==> config.mk <==
export PLATFORM = sky130hd
export DESIGN_NAME = spi_motor_command
export DESIGN_NICKNAME = d
export VERILOG_FILES = /design/src/rtl/spi_motor_command.sv
export SDC_FILE = /design/constraint.sdc
export NUM_CORES = 1
export LEC_CHECK = 0
export BUFFER_PORTS_ARGS = -buffer_cell sky130_fd_sc_hd__buf_4
export CAP_MARGIN = 0
export CORE_ASPECT_RATIO = 0.75
export CORE_MARGIN = 2
export CORE_UTILIZATION = 27
export CTS_CLUSTER_DIAMETER = 60
export DETAILED_ROUTE_END_ITERATION = 7
export GPL_TIMING_DRIVEN = 0
export HOLD_SLACK_MARGIN = 0.06
export SYNTH_ARGS = -nofsm -noshare
export SYNTH_HDL_FRONTEND = slang
export SYNTH_SLANG_ARGS = --single-unit
==> constraint.sdc <==
create_clock -name clk -period 6.6 [get_ports clk]
set_input_delay 0.33 -clock clk [delete_from_list [all_inputs] [get_ports clk]]
set_output_delay 0.33 -clock clk [all_outputs]
set_load 0.005 [all_outputs]
==> src/rtl/spi_motor_command.sv <==
// SPI slave front end for the BLDC motor driver: 16-bit command frames in,
// {hall_fault, enc_count} status out, plus a host-silence watchdog.
//
// state   | meaning
// --------+------------------------------------------------------------
// S_WAIT  | after reset; ignore any frame in flight until cs_n seen high
// S_IDLE  | bus idle, waiting for cs_n falling edge
// S_SHIFT | frame active, shifting rx on sck rise and tx on sck fall
// S_CHECK | one cycle to validate the received frame and commit/reject
module spi_motor_command #(
  parameter int DUTY_CYCLE_WIDTH = 10,
  parameter int ENC_COUNT_WIDTH  = 15,
  parameter int WATCHDOG_CYCLES  = 1000000,
  parameter int WD_WIDTH         = 20
) (
  input  logic                        clk,
  input  logic                        reset,
  input  logic                        spi_sck,
  input  logic                        spi_cs_n,
  input  logic                        spi_mosi,
  output logic                        spi_miso,
  output logic                        spi_miso_oe,
  input  logic [ENC_COUNT_WIDTH-1:0]  enc_count,
  input  logic                        hall_fault,
  output logic [DUTY_CYCLE_WIDTH-1:0] duty_cycle,
  output logic                        motor_en,
  output logic                        reset_counts,
  output logic                        frame_valid,
  output logic                        frame_error,
  output logic                        wd_tripped
);

  localparam logic [WD_WIDTH-1:0] WD_LAST   = WD_WIDTH'(WATCHDOG_CYCLES - 1);
  localparam logic [4:0]          CNT_FULL  = 5'd16;
  localparam logic [4:0]          CNT_SAT   = 5'd17;

  typedef enum logic [1:0] {
    S_WAIT,
    S_IDLE,
    S_SHIFT,
    S_CHECK
  } state_t;

  state_t state, state_nxt;

  logic sck_s1, sck_s2, sck_d;
  logic cs_s1, cs_s2, cs_d;
  logic mosi_s1, mosi_s2;

  logic sck_rise, sck_fall, cs_fall, cs_rise;

  logic [15:0]         tx_shift;
  logic [15:0]         rx_shift;
  logic [4:0]          bit_cnt;
  logic [WD_WIDTH-1:0] wd_cnt;
  logic [15:0]         status_word;
  logic                frame_ok;

  logic load_tx;
  logic shifting;
  logic commit;
  logic reject;
  logic end_frame;

  // cs_n sync flops reset low so S_WAIT holds until a real high is seen at the pin
  always_ff @(posedge clk or posedge reset) begin
    if (reset) begin
      sck_s1  <= 1'b0;
      sck_s2  <= 1'b0;
      sck_d   <= 1'b0;
      cs_s1   <= 1'b0;
      cs_s2   <= 1'b0;
      cs_d    <= 1'b0;
      mosi_s1 <= 1'b0;
      mosi_s2 <= 1'b0;
    end else begin
      sck_s1  <= spi_sck;
      sck_s2  <= sck_s1;
      sck_d   <= sck_s2;
      cs_s1   <= spi_cs_n;
      cs_s2   <= cs_s1;
      cs_d    <= cs_s2;
      mosi_s1 <= spi_mosi;
      mosi_s2 <= mosi_s1;
    end
  end

  assign sck_rise = sck_s2 & ~sck_d;
  assign sck_fall = ~sck_s2 & sck_d;
  assign cs_fall  = ~cs_s2 & cs_d;
  assign cs_rise  = cs_s2 & ~cs_d;

  assign status_word = {hall_fault, 15'(enc_count)};
  assign frame_ok    = (bit_cnt == CNT_FULL) && (rx_shift[13:10] == 4'd0);

  always_ff @(posedge clk or posedge reset) begin
    if (reset) begin
      state <= S_WAIT;
    end else begin
      state <= state_nxt;
    end
  end

  always_comb begin
    state_nxt = state;
    case (state)
      S_WAIT:  if (cs_s2)   state_nxt = S_IDLE;
      S_IDLE:  if (cs_fall) state_nxt = S_SHIFT;
      S_SHIFT: if (cs_rise) state_nxt = S_CHECK;
      S_CHECK: state_nxt = S_IDLE;
      default: state_nxt = S_WAIT;
    endcase
  end

  always_comb begin
    load_tx   = 1'b0;
    shifting  = 1'b0;
    commit    = 1'b0;
    reject    = 1'b0;
    end_frame = 1'b0;
    case (state)
      S_IDLE:  load_tx = cs_fall;
      S_SHIFT: shifting = 1'b1;
      S_CHECK: begin
        end_frame = 1'b1;
        commit    = frame_ok;
        reject    = ~frame_ok;
      end
      default: ;
    endcase
  end

  // MISO is the MSB of the tx register, so clearing it at frame end parks MISO low
  always_ff @(posedge clk or posedge reset) begin
    if (reset) begin
      tx_shift    <= 16'd0;
      rx_shift    <= 16'd0;
      bit_cnt     <= 5'd0;
      spi_miso_oe <= 1'b0;
    end else if (load_tx) begin
      tx_shift    <= status_word;
      rx_shift    <= 16'd0;
      bit_cnt     <= 5'd0;
      spi_miso_oe <= 1'b1;
    end else if (shifting) begin
      if (sck_rise) begin
        rx_shift <= {rx_shift[14:0], mosi_s2};
        if (bit_cnt != CNT_SAT) begin
          bit_cnt <= bit_cnt + 5'd1;
        end
      end
      if (sck_fall) begin
        tx_shift <= {tx_shift[14:0], 1'b0};
      end
    end else if (end_frame) begin
      tx_shift    <= 16'd0;
      spi_miso_oe <= 1'b0;
    end
  end

  assign spi_miso = tx_shift[15];

  always_ff @(posedge clk or posedge reset) begin
    if (reset) begin
      frame_valid  <= 1'b0;
      frame_error  <= 1'b0;
      reset_counts <= 1'b0;
    end else begin
      frame_valid  <= commit;
      frame_error  <= reject;
      reset_counts <= commit & rx_shift[14];
    end
  end

  // A commit in the same cycle as expiry takes priority over the trip
  always_ff @(posedge clk or posedge reset) begin
    if (reset) begin
      duty_cycle <= '0;
      motor_en   <= 1'b0;
      wd_tripped <= 1'b0;
      wd_cnt     <= '0;
    end else if (commit) begin
      duty_cycle <= DUTY_CYCLE_WIDTH'(rx_shift[9:0]);
      motor_en   <= rx_shift[15];
      wd_tripped <= 1'b0;
      wd_cnt     <= '0;
    end else if (!wd_tripped) begin
      if (wd_cnt == WD_LAST) begin
        duty_cycle <= '0;
        motor_en   <= 1'b0;
        wd_tripped <= 1'b1;
      end else begin
        wd_cnt <= wd_cnt + 1'b1;
      end
    end
  end

endmodule

-- Yosys cells after proc, flatten, opt, wreduce, memory -nomap -nowiden
Cells that the tools add are included.
- register bits: 83
- input port bits: 21
- output and inout bits: 17
- logic and storage cells: 96
- add/sub/neg operators: 2
- equality and inequality tests: 13
- mux-type cells: 35
- bitwise gates (word level): 10
- reductions and logical operators: 16
- operators with widths (cell ; count):
    16-bit 2-to-1 mux ; 7
    20-bit 2-to-1 mux ; 3
    10-bit 2-to-1 mux ; 3
    20-bit by 1-bit adder with 20-bit output (second input constant) ; 1
    20-bit equality test (second input constant) ; 1
    5-bit 2-to-1 mux ; 4
    1-bit 2-to-1 mux ; 14
    2-bit inequality test (second input constant) ; 5
    2-bit AND reduction ; 5
    2-bit nonzero test ; 5
    2-bit case mux with 4 select lines ; 1
    2-bit 2-to-1 mux ; 3
    3-bit AND reduction ; 2
    5-bit by 1-bit adder with 5-bit output (second input constant) ; 1
    1-bit AND ; 5
    5-bit equality test (second input constant) ; 1
    5-bit inequality test (second input constant) ; 1
    1-bit NOT ; 5
    2-bit equality test (second input constant) ; 2
    4-bit zero test ; 1
    3-bit inequality test (second input constant) ; 1
    3-bit nonzero test ; 1
    2-bit by 1-bit equality test with 1-bit output (second input constant) ; 1
    2-bit zero test ; 1
    2 further kinds ; 2

-- Depth between registers and ports, before layout
Gate-level depths: netlist of the first run.
- depth in word-level cells: 5
- gate-level depth with buffers: 8
- mapped depth without buffers: 7

-- Worst setup path before layout of the first run
OpenSTA, ideal clock, no wires.
- kind: register to register
- start point: register wd_cnt[0]
- end point: register wd_cnt[12]
- arrival time: 1.841 ns
- required time: 6.522 ns
- slack: 4.681 ns
- stages on the path, launching flop included: 7
- path buffers: 1
- clock period less this slack: 1.919 ns
- path through: dfrtp_1 ha_1 nand4b_4 or4_1 buf_2 or4_1 a21oi_1
- cells in the longest elaborated chain, start to end: 4
- RTL lines (element ; RTL line ; text):
    from (decl) ; 55 ; logic [WD_WIDTH-1:0] wd_cnt;
    from (signal assigned) ; 193 ; wd_cnt <= wd_cnt + 1'b1;
    20-bit by 1-bit adder with 20-bit output ; 193 ;
    20-bit 2-to-1 mux ; 188 ; if (wd_cnt == WD_LAST) begin
    20-bit 2-to-1 mux ; 187 ; end else if (!wd_tripped) begin
    20-bit 2-to-1 mux ; 182 ; end else if (commit) begin
Several ways; a longest one is shown, not always the timed one. The select of a mux whose other input is x is not followed.
A chain may end at the register's enable or synchronous reset.

-- Worst setup path after layout of the first run
- start point: register bit_cnt[0]
- end point: register motor_en
- cells in the longest elaborated chain, start to end: 5
- RTL lines (element ; RTL line ; text):
    from (decl) ; 54 ; logic [4:0] bit_cnt;
    from (signal assigned) ; 149 ; bit_cnt <= bit_cnt + 5'd1;
    5-bit equality test * ; 94 ; assign frame_ok = (bit_cnt == CNT_FULL) && (rx_shift[13:10] == 4'd0);
    1-bit logical AND * ; 94 ;
    1-bit 2-to-1 mux * ; 121 ; case (state)
    2-bit by 1-bit inequality test with 1-bit output (no source line) / 2-bit nonzero test (equally long branches) ; n/a ;
    2-bit AND reduction (no source line) ; n/a ;
    to (signal assigned) ; 184 ; motor_en <= rx_shift[15];
    to (decl) ; 26 ; output logic motor_en,
Every way passes the cells marked *; elsewhere a longest branch is shown, timed or not.

==> out/metrics.cfg, run 1 <==
[outcome]
status = completed

[critical_path]
r2r_slack_ps = 4250
slowest_stage = clkbuf_1
crit_path_start = bit_cnt[0]
crit_chain = inv_1, ha_1, nor4b_1, nand4_1, clkinv_1, clkbuf_1, a22o_1
rr_endpoint = motor_en
slowest_delay_ps = 460
path_delay_family = buffers and inverters
rr_worst_depth = 7
start_kind = flip-flop
path_class = flip-flop to flip-flop
worst-path-max-fanout = 10
required_ps = 6880
crit_path_end_kind = flip-flop
cp.buffers_inverters = 3
r2r_start = bit_cnt[0]
arrival_ps = 2620

[floorplanning]
dieArea_sq_um = 15100
core_area_sq_um = 13700
ios = 38
start_util_pct = 27.8
num_rows = 37
die_h_um = 107
fp.dieW_um = 141

[worst_hold_path]
min-delay-path-class = input port to flip-flop
holdPathEnd = sck_s1
hp-start = spi_sck
min_path_cells = 1

[clock_network]
clock-sinks = 83
clkTransAtPathRegs_ps = 60
clk_path_buf_depth = 2
cts_setup_buffers = 0
htree_levels = 3
numCtsBuffers = 9
root_buffer = clkbuf_16
clk_latency_ps = 340
cts_tree = done

[timing]
skew_ps = 10.1
max_freq_mhz = 426
finalMaxSlewViolations = 0
rsz0062_at_grt = false
finalSetupViolCount = 0
hold_viol = 0
worstMarginPinSlew_ps = 528
setup-tns-final_ps = 0
relSlewSlack_pct = 64.8
finalCritPeriodShare_pct = 35.6
period_minus_slack_ps = 2350

[logic_synthesis]
ys_ff_latch = 83
yosys.area.top_type = dfrtp_1
synth_nets = 411
synth_top_area_share_pct = 54.4
synth_area_leaders = dfrtp_1, nand2_1, a21oi_1
yosysWarnings = 0
postSynthCellCount = 381
synth.most_common_cell = dfrtp_1
ys_types = 49
synth_common_cells = dfrtp_1, nand2_1, a21oi_1
ys_async_sr_fraction_pct = 100
synth-edff-count = 0
synth.avg_cell_area_sq_um = 10.0
yosysSeqAreaShare_pct = 54.4
synth-main-ff-cell = dfrtp_1
synth_area_sq_um = 3820

[placed_design]
post-place-cells = 594
gp_congestion = 0.778
numPortBuffers = 37
hpwl_mm = 5.99

[detailed_routing]
wl_per_cell_um = 14.1
firstDrtPassIters = 4
wl_met3_um = 280
highest_layer = met4
met2_length_mm = 4.03
drc = 0
ant_nets = 0
avgViaCountPerCell = 4.90
drt_iter0_drc = 214
wl_mm = 8.59
wl_met1_mm = 4.22
vias = 2991

[layout]
multi_input_area_sq_um = 1590
seqCellArea_sq_um = 2080
nNetsFinal = 461
areaGrowthSynthToFinish_pct = 22.2
drive_above_1_share_pct = 14.9
fill_cells = 1355
fin_cells = 611
n_antenna_cell = 0

[power_and_ir_drop]
vdd_ir_drop_max_uv = 157
power.density_nw_per_um2 = 319
p_leak_nw = 2.05

[global_route]
overflow = 0
grt_pass1_vias = 2978
grt.total_usage_pct = 12.2
antenna_found_initial = 0
grt_max_degree = 66
grt_pass1_wl_mm = 14.8

[run]
cap_viol_max_count = 0

placed cells by master, fill, tap and decap left out, types with 2 or more instances in the layout:
master	netlist	routed
dfrtp_1	83	83
nand2_1	67	67
buf_4	0	37
a21oi_1	33	33
nor2_1	22	22
nand3_1	19	19
clkbuf_1	15	18
a31oi_1	18	18
a22o_1	11	11
inv_1	11	10
or4_1	10	10
o31ai_1	9	9
ha_1	9	9
clkbuf_16	0	9
o21ai_0	8	8
mux2i_1	7	7
nand4_1	6	6
nand2b_1	5	5
and2_1	4	4
buf_6	3	3
nand3b_1	3	3
buf_1	3	3
or3_1	3	3
nor4b_1	2	2
a21oi_2	2	2
nor2b_1	2	2
xor2_1	2	2
bufinv_16	0	2
clkinvlp_4	0	2
flip-flops by register name, indices dropped and copies added (netlist names), 2 cells and up:
signal      count
duty_cycle     10
bit_cnt         5
rx_shift       16
state           2
wd_cnt         20
tx_shift       16
metal layers:
metal,vias up,GRT usage [%]
met4,0,3.79
met3,5,3.31
met2,43,19.2
met1,1489,16.4
li1,1454,-
met5,-,0
per-stage QoR:
stage	hold WS [ps]	worst slack [ps]	power, mW	util, %	cell area [sq um]
detailed placement	302	4220	0.964	31.6	4350
global placement	332	3070	0.947	31.4	4320
finish	96.1	4250	1.49	33.9	4670
global route	83.0	4020	1.58	33.9	4670
CTS	84.3	4210	1.50	33.9	4670
floorplan	331	4130	0.862	-	3820
report_power, final:
group	internal, mW	leakage, nW	switching (mW)
registers	0.588	1.09	0.0489
clock network	0.332	0.143	0.198
logic	0.128	0.816	0.192
worst max path at each step:
stage,to,slack (ps),cells past startpoint
6_report,motor_en,4250,7
2_1_floorplan,bit_cnt[0],4130,1
5_1_grt,duty_cycle[1],4020,7
3_5_place_dp,duty_cycle[8],4220,7
3_3_place_gp,duty_cycle[1],3070,2
4_1_cts,reset_counts,4210,7
logic make-up after synthesis:
logic type,Yosys count,synth area share (%)
multiplexers,8,2.13
XOR/XNOR,3,0.688
AND/OR/NAND/NOR,157,21.6
flip-flops,83,54.4
AO/OA/AOI/OAI,86,14.1
adder cells (fa/ha/maj),9,2.95
buffers and inverters,35,4.10
layout make-up:
| type | instances | share of cell area, % |
|---|---|---|
| sequential | 83 | 44.5 |
| multi-input combinational | 263 | 34.0 |
| timing repair buffer | 39 | 6.76 |
| clock buffer | 12 | 5.07 |
| tap | 175 | 4.69 |
| buffer | 23 | 2.39 |
| clock inverter | 4 | 1.61 |
| inverter | 12 | 1.02 |
what timing repair did:
action                    in CTS  in global routing
hold endpoints to repair      18                  0
hold buffers                   1                  0
resized for setup              0                  0
(Power assumes the default switching activity.)
==> inputs of run 2 (changes only) <==
- clock period: 6.6 -> 2.1 ns (I/O delays scaled with it)
==> run 2 against run 1 <==
Compared with the run above:
- sequential power grew to 3.1 times the previous value
- core utilization grew 2.4 points
- final area grew 7.2%
- first-iteration DRC count grew 14%
- maximum frequency grew 15%
- setup slack lost 4200 ps
- global-route usage grew 0.37 points
- power grew to 3.1 times the previous value
- die area is the same
- final cell count grew 4.7%
- clock skew grew 1.8 ps
- worst hold slack gained 190 ps
==> out/metrics.cfg, run 2 (synthesized netlist as in run 1, its figures left out) <==
[clock_network]
cts_tree = done
clk_path_buf_depth = 2
clock-sinks = 83
htree_levels = 3
clkTransAtPathRegs_ps = 60
numCtsBuffers = 9
clk_latency_ps = 340
root_buffer = clkbuf_16

[power_and_ir_drop]
p_leak_nw = 2.22
vdd_ir_drop_max_uv = 477
power.density_nw_per_um2 = 937

[critical_path]
worst-path-max-fanout = 10
start_kind = flip-flop
crit_path_end_kind = flip-flop
path_class = flip-flop to flip-flop
required_ps = 2320
arrival_ps = 2260

[floorplanning]
core_area_sq_um = 13700
fp.dieW_um = 141
num_rows = 37
dieArea_sq_um = 15100
die_h_um = 107
start_util_pct = 27.8
ios = 38

[layout]
utilization_pct = 36.4
final_common_cell = dfrtp_1
drive_above_1_share_pct = 21.7
reg_top3 = wd_cnt: 20 flops, rx_shift: 16 flops, tx_shift: 16 flops
n_antenna_cell = 0
largest_reg_flops = 20
final_area_sq_um = 5000
fin_cells = 640
largest_register = wd_cnt
areaGrowthSynthToFinish_pct = 31.0
nNetsFinal = 491
final_cell_mix = dfrtp_1, nand2_1, buf_4, a21oi_1, nor2_1

[global_route]
grt_pass1_wl_mm = 15.1
overflow = 0
antenna_found_initial = 0
grt_pass1_vias = 3007
grt.total_usage_pct = 12.6
grt_max_degree = 43

[timing]
finalSetupViolCount = 0
layout_setup_ws_ps = 66.4
rsz0062_at_grt = false
period_minus_slack_ps = 2030
setup-tns-final_ps = 0
hold_viol = 0
finalCritPeriodShare_pct = 96.8
skew_ps = 11.9
max_freq_mhz = 492
worstMarginPinSlew_ps = 477
relSlewSlack_pct = 68.2
finalMaxSlewViolations = 0

[placed_design]
placed_area_sq_um = 4360
hpwl_mm = 5.98
gp_congestion = 0.777
post-place-cells = 595
pre_cts_slack_ps = -240
numPortBuffers = 37

[detailed_routing]
drc = 0
firstDrtPassIters = 4
vias = 3122
drt_iter0_drc = 243
wl_per_cell_um = 13.9
wl_mm = 8.87
avgViaCountPerCell = 4.88
ant_nets = 0

[worst_hold_path]
min-delay-path-class = input port to async pin

[run]
cap_viol_max_count = 0

[outcome]
status = completed

## run 2: worst paths after layout
| kind | from | to | slack (ps) | cells after the start |
|---|---|---|---|---|
| min reg2reg | cs_s1 | cs_s2 | 350 | 0 |
| max in group asynchronous | reset | tx_shift[0] | 1080 | 5 |
| min in group clk | cs_s1 | cs_s2 | 350 | 0 |
| max | wd_cnt[12] | duty_cycle[0] | 70 | 6 |
| min | reset | wd_cnt[17] | 290 | 3 |
| max reg2reg | wd_cnt[12] | duty_cycle[0] | 70 | 6 |
## run 2: critical path, stage by stage, from the launching register on
cell and delay (ps):
dfrtp_2 430, or4bb_4 560, nor4_4 330, buf_6 180
a21oi_2 80, buf_6 150, a22o_1 180
## run 2: layer usage
layer  vias up  track usage, %  wire (um)
li1       1520               -          -
met1      1532            17.2       4270
met2        59            19.8       4160
met3        11            3.31        337
met4         0            3.50        102
met5         -               0          0
## run 2: power by group
group | leakage, nW | total [mW] | internal (mW) | switching, mW
Clock | 0.142 | 1.57 | 0.916 | 0.650
Sequential | 1.08 | 2.00 | 1.85 | 0.154
Combinational | 0.995 | 1.12 | 0.494 | 0.623
Total | 2.22 | 4.68 | 3.26 | 1.43
## run 2: timing repair
item	CTS	global route
endpoints found under the setup margin	54	56
gates resized for setup	9	28
setup buffers	2	10
pin swaps	1	5
endpoints found under the hold margin	60	0
hold buffers	20	0
## run 2: stage by stage
step / power [mW] / hold slack, ps
after floorplan: 2.71 / 136
after global placement: 2.99 / 215
after detailed placement: 3.04 / 100
after CTS: 4.66 / 290
after global routing: 4.97 / 330
final: 4.68 / 288
## run 2: final cells by class
cell class                      instances  area [sq um]
Clock buffer                            9           225
Fill cell                            1314          8750
Buffer                                 21           128
Clock inverter                          6          65.1
Inverter                               12          50.0
Multi-Input combinational cell        263          1620
Tap cell                              175           219
Timing Repair Buffer                   71           608
Sequential cell                        83          2080
